$ cat src/rtl/display_pkg.sv
// Shared types and helpers for the OUT-register display path:
// conversion FSM states, BCD width, digit adjust and segment encoding.
package display_pkg;

   localparam int unsigned BCD_DIGITS = 3;
   localparam int unsigned BCD_W      = 4 * BCD_DIGITS;

   typedef enum logic [1:0] {
      IDLE   = 2'd0,
      SHIFT  = 2'd1,
      COMMIT = 2'd2
   } conv_state_t;

   // Double-dabble pre-shift correction: every nibble >= 5 gets +3.
   function automatic logic [BCD_W-1:0] bcd_add3(input logic [BCD_W-1:0] s);
      logic [BCD_W-1:0] r;
      r = s;
      for (int i = 0; i < BCD_DIGITS; i++) begin
         if (r[4*i +: 4] >= 4'd5) begin
            r[4*i +: 4] = r[4*i +: 4] + 4'd3;
         end else begin
            r[4*i +: 4] = r[4*i +: 4];
         end
      end
      return r;
   endfunction

   function automatic logic [6:0] seg7_encode(input logic [3:0] nibble, input logic blank);
      logic [6:0] g;
      case (nibble)
         4'd0:    g = 7'b0111111;
         4'd1:    g = 7'b0000110;
         4'd2:    g = 7'b1011011;
         4'd3:    g = 7'b1001111;
         4'd4:    g = 7'b1100110;
         4'd5:    g = 7'b1101101;
         4'd6:    g = 7'b1111101;
         4'd7:    g = 7'b0000111;
         4'd8:    g = 7'b1111111;
         4'd9:    g = 7'b1101111;
         default: g = 7'b0000000;
      endcase
      return blank ? 7'b0000000 : g;
   endfunction

endpackage

$ cat src/rtl/output_display_driver_bin_to_bcd_seq.sv
// Sequential 8-bit to 3-digit BCD converter: one double-dabble step per clock,
// result committed to o_bcd in the COMMIT state.
module bin_to_bcd_seq
   import display_pkg::*;
(
   input  logic             clk,
   input  logic             reset,
   input  logic             i_start,
   input  logic [7:0]       i_value,
   output logic             o_busy,
   output logic             o_commit,
   output logic [BCD_W-1:0] o_bcd
);

   conv_state_t      r_state;
   conv_state_t      w_state_nxt;
   logic [7:0]       r_bin;
   logic [BCD_W-1:0] r_scratch;
   logic [BCD_W-1:0] r_bcd;
   logic [2:0]       r_cnt;
   logic             w_load;
   logic             w_step;
   logic [BCD_W-1:0] w_adj;

   // State register.
   always_ff @(posedge clk or negedge reset) begin
      if (!reset) begin
         r_state <= IDLE;
      end else begin
         r_state <= w_state_nxt;
      end
   end

   // Next-state logic; COMMIT may chain straight into a new conversion.
   always_comb begin
      w_state_nxt = IDLE;
      case (r_state)
         IDLE:    w_state_nxt = i_start ? SHIFT : IDLE;
         SHIFT:   w_state_nxt = (r_cnt == 3'd7) ? COMMIT : SHIFT;
         COMMIT:  w_state_nxt = i_start ? SHIFT : IDLE;
         default: w_state_nxt = IDLE;
      endcase
   end

   // Output and datapath control decode.
   always_comb begin
      o_busy   = (r_state != IDLE);
      o_commit = (r_state == COMMIT);
      w_step   = (r_state == SHIFT);
      w_load   = i_start && ((r_state == IDLE) || (r_state == COMMIT));
      w_adj    = bcd_add3(r_scratch);
   end

   // Shift datapath and committed result.
   always_ff @(posedge clk or negedge reset) begin
      if (!reset) begin
         r_bin     <= 8'd0;
         r_scratch <= {BCD_W{1'b0}};
         r_cnt     <= 3'd0;
         r_bcd     <= {BCD_W{1'b0}};
      end else begin
         if (w_load) begin
            r_bin     <= i_value;
            r_scratch <= {BCD_W{1'b0}};
            r_cnt     <= 3'd0;
         end else if (w_step) begin
            r_scratch <= {w_adj[BCD_W-2:0], r_bin[7]};
            r_bin     <= {r_bin[6:0], 1'b0};
            r_cnt     <= r_cnt + 3'd1;
         end else begin
            r_bin     <= r_bin;
            r_scratch <= r_scratch;
            r_cnt     <= r_cnt;
         end
         if (o_commit) begin
            r_bcd <= r_scratch;
         end else begin
            r_bcd <= r_bcd;
         end
      end
   end

   assign o_bcd = r_bcd;

endmodule

$ cat src/rtl/output_display_driver.sv
// OUT-register display driver: pending-load buffer in front of the BCD
// converter, digit scan, leading-zero blanking and segment polarity.
module output_display_driver
   import display_pkg::*;
#(
   parameter int DIGIT_PERIOD   = 4096,
   parameter bit SEG_ACTIVE_LOW = 1'b1
)(
   input  logic             clk,
   input  logic             reset,
   input  logic [7:0]       out_val,
   input  logic             out_load,
   output logic [6:0]       seg,
   output logic [2:0]       digit_en,
   output logic [BCD_W-1:0] bcd,
   output logic             busy
);

   localparam int CNT_W = $clog2(DIGIT_PERIOD);

   logic             w_busy;
   logic             w_commit;
   logic             w_start;
   logic [7:0]       w_value;
   logic [BCD_W-1:0] w_bcd;
   logic             r_pend_vld;
   logic [7:0]       r_pend_val;
   logic [CNT_W-1:0] r_scan_cnt;
   logic [1:0]       r_scan_idx;
   logic [3:0]       w_nib;
   logic             w_blank;
   logic [6:0]       w_seg_hi;

   // A load at the commit edge beats anything queued in the pending buffer.
   always_comb begin
      if (out_load) begin
         w_value = out_val;
      end else begin
         w_value = r_pend_val;
      end
      if (w_commit) begin
         w_start = out_load || r_pend_vld;
      end else begin
         w_start = out_load && !w_busy;
      end
   end

   bin_to_bcd_seq u_conv (
      .clk      (clk),
      .reset    (reset),
      .i_start  (w_start),
      .i_value  (w_value),
      .o_busy   (w_busy),
      .o_commit (w_commit),
      .o_bcd    (w_bcd)
   );

   // One-deep pending buffer, latest load wins, drained at every commit.
   always_ff @(posedge clk or negedge reset) begin
      if (!reset) begin
         r_pend_vld <= 1'b0;
         r_pend_val <= 8'd0;
      end else if (w_commit) begin
         r_pend_vld <= 1'b0;
         r_pend_val <= r_pend_val;
      end else if (out_load && w_busy) begin
         r_pend_vld <= 1'b1;
         r_pend_val <= out_val;
      end else begin
         r_pend_vld <= r_pend_vld;
         r_pend_val <= r_pend_val;
      end
   end

   // Digit scan counter and index.
   always_ff @(posedge clk or negedge reset) begin
      if (!reset) begin
         r_scan_cnt <= {CNT_W{1'b0}};
         r_scan_idx <= 2'd0;
      end else if (r_scan_cnt == CNT_W'(DIGIT_PERIOD - 1)) begin
         r_scan_cnt <= {CNT_W{1'b0}};
         r_scan_idx <= (r_scan_idx >= 2'd2) ? 2'd0 : r_scan_idx + 2'd1;
      end else begin
         r_scan_cnt <= r_scan_cnt + CNT_W'(1);
         r_scan_idx <= r_scan_idx;
      end
   end

   // Digit select with leading-zero blanking; decodes straight from committed bcd.
   always_comb begin
      case (r_scan_idx)
         2'd0: begin
            w_nib    = w_bcd[3:0];
            w_blank  = 1'b0;
            digit_en = 3'b110;
         end
         2'd1: begin
            w_nib    = w_bcd[7:4];
            w_blank  = (w_bcd[11:8] == 4'd0) && (w_bcd[7:4] == 4'd0);
            digit_en = 3'b101;
         end
         2'd2: begin
            w_nib    = w_bcd[11:8];
            w_blank  = (w_bcd[11:8] == 4'd0);
            digit_en = 3'b011;
         end
         default: begin
            w_nib    = w_bcd[3:0];
            w_blank  = 1'b0;
            digit_en = 3'b110;
         end
      endcase
      w_seg_hi = seg7_encode(w_nib, w_blank);
      if (SEG_ACTIVE_LOW) begin
         seg = ~w_seg_hi;
      end else begin
         seg = w_seg_hi;
      end
   end

   assign bcd  = w_bcd;
   assign busy = w_busy;

endmodule

$ cat config.mk
export PLATFORM = sky130hd
export DESIGN_NAME = output_display_driver
export DESIGN_NICKNAME = d
export VERILOG_FILES = /design/src/rtl/display_pkg.sv /design/src/rtl/output_display_driver_bin_to_bcd_seq.sv /design/src/rtl/output_display_driver.sv
export SDC_FILE = /design/constraint.sdc
export NUM_CORES = 1
export LEC_CHECK = 0
export CORE_ASPECT_RATIO = 1.1
export CORE_MARGIN = 5
export CORE_UTILIZATION = 63
export CTS_BUF_LIST = sky130_fd_sc_hd__clkbuf_2
export DETAILED_ROUTE_END_ITERATION = 8
export HOLD_SLACK_MARGIN = 0.03
export PLACE_DENSITY = 0.91
export SLEW_MARGIN = 15
export SYNTH_ARGS = -nofsm -noshare
export SYNTH_HDL_FRONTEND = slang
export SYNTH_SLANG_ARGS = --single-unit
$ cat constraint.sdc
create_clock -name clk -period 4.5 [get_ports clk]
set_input_delay 0.45 -clock clk [delete_from_list [all_inputs] [get_ports clk]]
set_output_delay 0.45 -clock clk [all_outputs]
set_load 0.03 [all_outputs]
Word-level counts from Yosys, hierarchy flattened:

Memory sizes are Yosys's and may differ from the RTL's.
Index checks and enable logic that the tools add are counted.

* $lt $le $gt $ge: 4
* eq/ne operators: 6
* add/sub/neg operators: 6
* multiplexer cells: 22
* bitwise logic cells: 2
* reduce and logical (&&, ||, !) cells: 15

Operators with widths (count)
* $mux W12: 3
* $mux W8: 3
* $add A12 B1 Y12 const B: 1
* $eq A12 B12 Y1 const B: 1
* $ge A4 B3 Y1 const B: 3
* $mux W3: 3
* $add A4 B2 Y4 const B: 2
* $logic_not A4 Y1: 2
* $mux W4: 2
* $pmux W4 S2: 1
* $mux W7: 1
* $not A7 Y7: 1
* $pmux W3 S2: 1
* $reduce_bool A2 Y1: 3
* $eq A2 B1 Y1 const B: 2
* $eq A2 B2 Y1 const B: 2
* $logic_and A1 B1 Y1: 4
* $mux W1: 4
* $mux W2: 2
* $pmux W2 S2: 1
* $add A3 B1 Y3 const B: 1
* $add A3 B2 Y3 const B: 1
* $eq A3 B3 Y1 const B: 1
* $add A2 B1 Y2 const B: 1
* other kinds (8): 9

* word-level logic and storage cells: 65
* bits of input ports: 11
* flip-flop bits (word level): 60
* bits in read-only memories: 112
* memories kept: 1
* output and inout bits: 23

Memories
* (name not given): depth 16, width 7, read ports 1, clocked after Yosys merged registers in 0, wr ports 0, line display_pkg.sv:30 `case (nibble)`

Depth between registers and ports, before layout:

* word-level depth: 6
* depth in mapped cells: 10

Cells and area by module:

From an unflattened synthesis, not the netlist that was laid out.

* cells, all modules: 305
* area total of the unflattened synthesis: 3249.4 um^2

By module, submodules not included
* bin_to_bcd_seq: cells an instance 167, sequential area each 925.9 um^2, area an instance 1805.5 um^2, instances 1
* output_display_driver: cells an instance 138, sequential area each 575.6 um^2, area an instance 1443.9 um^2, instances 1

Worst setup path before layout:

OpenSTA, ideal clock, no wires.

* kind: reg2out
* start: register r_scan_idx[0]
* end: output port seg[2]
* slack: 1.239 ns
* required time: 4.050 ns
* cell stages (with the launch flop): 9
* arrival time: 2.811 ns
* cell sequence: dfrtp_1 inv_1 ha_1 buf_4 nor2_1 a21oi_2 ha_1 inv_1 o311ai_0

* word-level cells in the longest chain between the ends: 5
* elaborated cells between the ends (all ways): 7

Ends and longest elaborated chain
* from (decl): line output_display_driver.sv:29 `logic [1:0] r_scan_idx;`
* from (signal assigned): line output_display_driver.sv:82 `r_scan_idx <= (r_scan_idx >= 2'd2) ? 2'd0 : r_scan_idx + 2'd1;`
* from (signal assigned): line output_display_driver.sv:85 `r_scan_idx <= r_scan_idx;`
* $eq A2 B2 Y1 / $eq A2 B1 Y1 (equally long branches): line output_display_driver.sv:91 `case (r_scan_idx)`
* $pmux W4 S2: line output_display_driver.sv:91
* $mem_v2 Z16 W7
* $mux W7 *: line display_pkg.sv:43 `return blank ? 7'b0000000 : g;`
* $not A7 Y7 *: line output_display_driver.sv:115 `seg = ~w_seg_hi;`
* to (decl): line output_display_driver.sv:13 `output logic [6:0] seg,`

Mark *: on every way between the ends. The rest lies on a longest branch, timed or not.

Final worst setup path:

* start: register r_scan_idx[0]
* end: output port seg[4]

The elaborated chain is that of the path after synthesis.

==> out/metrics.yaml <==
synthCells: 294
hold_buffers: 0
grt_start_max_net_pins: 61
critPathMaxFanout: 13
finalNetCount: 357
remaining_drc_errors: 0
cellLeakagePower_nw: 1.583
clkLatencyLatePin_ps: 460
post_drt_wl_per_cell_um: 14.63
use_met3: 0.03780
timing.fmax_ghz: 0.2629
portBuffers: 33
grt_pass1_vias: 2274
hold_ws_ps: 97.39
antenna_found_initial: 0
post-dp-hpwl_mm: 4.140
synthArstFlopShare: 1.000
arrival_ps: 3350
max-cap-violations: 0
avgSynthCellArea_sq_um: 10.55
rsz0062_at_grt: "false"
finalMaxSlewViolations: 0
final_cell_mix: "dfrtp_1 (60), nand2_1 (33), clkdlybuf4s50_1 (32)"
finalSetupTns_ps: 0
vias: 2258
wirelength_mm: 5.691
cts.htree.levels: 3
grt_pass1_wl_mm: 10.02
worstSetupPathType: "reg -> out"
post_cts_buffers: 0
first_pass_iters: 4
gp_congestion: 0.8800
diodes: 0
syn-cell-area_sq_um: 3100
cts_tree: "done"
min_period_ps: 3804
synth_seq_cells: 60
outcome: "finished, final reports clean"
post-route-period-util: 0.8452
synth_flop_cell: "dfrtp_1"
dpl-instance-area_sq_um: 3443
worst_pin_slew_ps: 945.4
fin_area_sq_um: 3525
fp.dieH_um: 83.58
skew_ps: 23.65
rows: 26
top_level_ports: 34
grt_util_met2: 0.3236
clockBufferDepth: 2
yosysSeqAreaShare: 0.4843
cp.required_ps: 4050
ant_nets: 0
top_usage_layer: "met2"
global_route.usage.met1: 0.2356
hold_viol: 0
cp-start-kind: "flip-flop"
holdCritPathClass: "in -> async"
die_w_um: 76.89
setup_viol: 0
global_route.usage.total: 0.1895
layout-drive-gt1-share: 0.1231
routed_via_density: 5.805
slew_headroom: 0.3674
layout_commonest_cell: "dfrtp_1"
end_kind: "output port"
initial_core_util: 0.6573
fin_util: 0.7472
powerDensity_nw_per_um2: 639.1
fp.coreArea_sq_um: 4717
cts.clk_slew.worst_paths_ps: 180
yosys_warnings: 0
cts_buffers: 9
syn_to_final_growth_pct: 13.68
cts.sinks: 60
vdd_drop_max_uv: 416.6
cts_resized: 0
synth_edf_count: 0
syn_nets: 323
yosysUniqueCellTypes: 45
root_buffer: "clkbuf_2"
grt.overflow.total: 0
drtIter0Drc: 149
die-area_sq_um: 6426
where the power goes:
group          internal [mW]  switching (mW)
sequential             0.710           0.136
combinational          0.501           0.650
clock                 0.0694           0.186
kinds of logic (layout without fill, tap and decap cells):
kind of cell | Yosys count | in the layout | synth area share
XOR/XNOR | 14 | 14 | 0.03955
AND/OR/NAND/NOR | 85 | 85 | 0.1291
buffers and inverters | 26 | 65 | 0.03753
adder cells (fa/ha/maj) | 18 | 18 | 0.07264
flip-flops | 60 | 60 | 0.4843
multiplexers | 29 | 29 | 0.1037
AO/OA/AOI/OAI | 62 | 62 | 0.1332
per-stage QoR:
stage / worst slack (ps) / std cells / power (mW)
after floorplan: 1239 / 294 / 1.648
after global placement: 1344 / 373 / 1.960
after detailed placement: 1216 / 373 / 2.017
after CTS: 704.7 / 389 / 2.272
after global routing: 454.1 / 389 / 2.435
final: 696.5 / 389 / 2.253
worst max-delay path, stage by stage, from the launching register on:
cell             delay, ps
dfrtp_1                430
inv_1                   90
ha_1                   560
nor2_1                  80
a21oi_1                280
inv_1                  140
ha_1                   240
a211oi_1               180
a211oi_1                70
o21ai_0                170
clkdlybuf4s50_1        690
cell type report:
type                            count  area [sq um]
Tap cell                           56         70.07
Fill cell                         332          1192
Clock buffer                       10         50.05
Multi-Input combinational cell    208          1483
Inverter                           15         56.30
Clock inverter                      6         31.28
Timing Repair Buffer               34         332.8
Sequential cell                    60          1501
cell usage after synthesis (all sizes together), types with 4 or more instances:
library cell  count  share of area
o211ai            4         0.0097
inv              15          0.018
o21ai            19          0.031
xor2              4          0.011
nand2            33          0.040
nand3             9          0.015
a21oi             9          0.017
nand2b            5          0.010
ha               18          0.073
mux2i            10          0.032
xnor2            10          0.028
a221o             6          0.019
dfrtp            60           0.48
nor3              5         0.0081
mux2             19          0.071
a22oi             4         0.0097
buf               8          0.016
nor2             18          0.022
o22ai             6          0.012
final timing paths:
path	startpoint	to	slack, ps	cells past startpoint
hold / removal	reset	r_scan_cnt[7]	100	2
max in group asynchronous	reset	u_conv.o_bcd[3]	3890	2
min in group clk	r_scan_cnt[10]	r_scan_cnt[10]	480	1
setup / recovery	r_scan_idx[0]	seg[4]	700	10
hold reg to reg	r_scan_cnt[10]	r_scan_cnt[10]	480	1
setup reg to reg	u_conv.r_state[1]	u_conv.r_scratch[3]	2530	4
flip-flops by register name, summed over array words and instances, names as in the netlist:
register and count:
u_conv.r_bin 8, r_pend_val 8, u_conv.r_cnt 3, r_pend_vld 1
u_conv.o_bcd 12, r_scan_idx 2, u_conv.r_scratch 12, u_conv.r_state 2
r_scan_cnt 12
metal layers:
| layer | vias up | part of all wire |
|---|---|---|
| met5 | - | 0 |
| met4 | 0 | 0.010 |
| met3 | 7 | 0.050 |
| met2 | 65 | 0.51 |
| met1 | 1080 | 0.43 |
| li1 | 1106 | - |
Power figures use the tool's default switching activity.
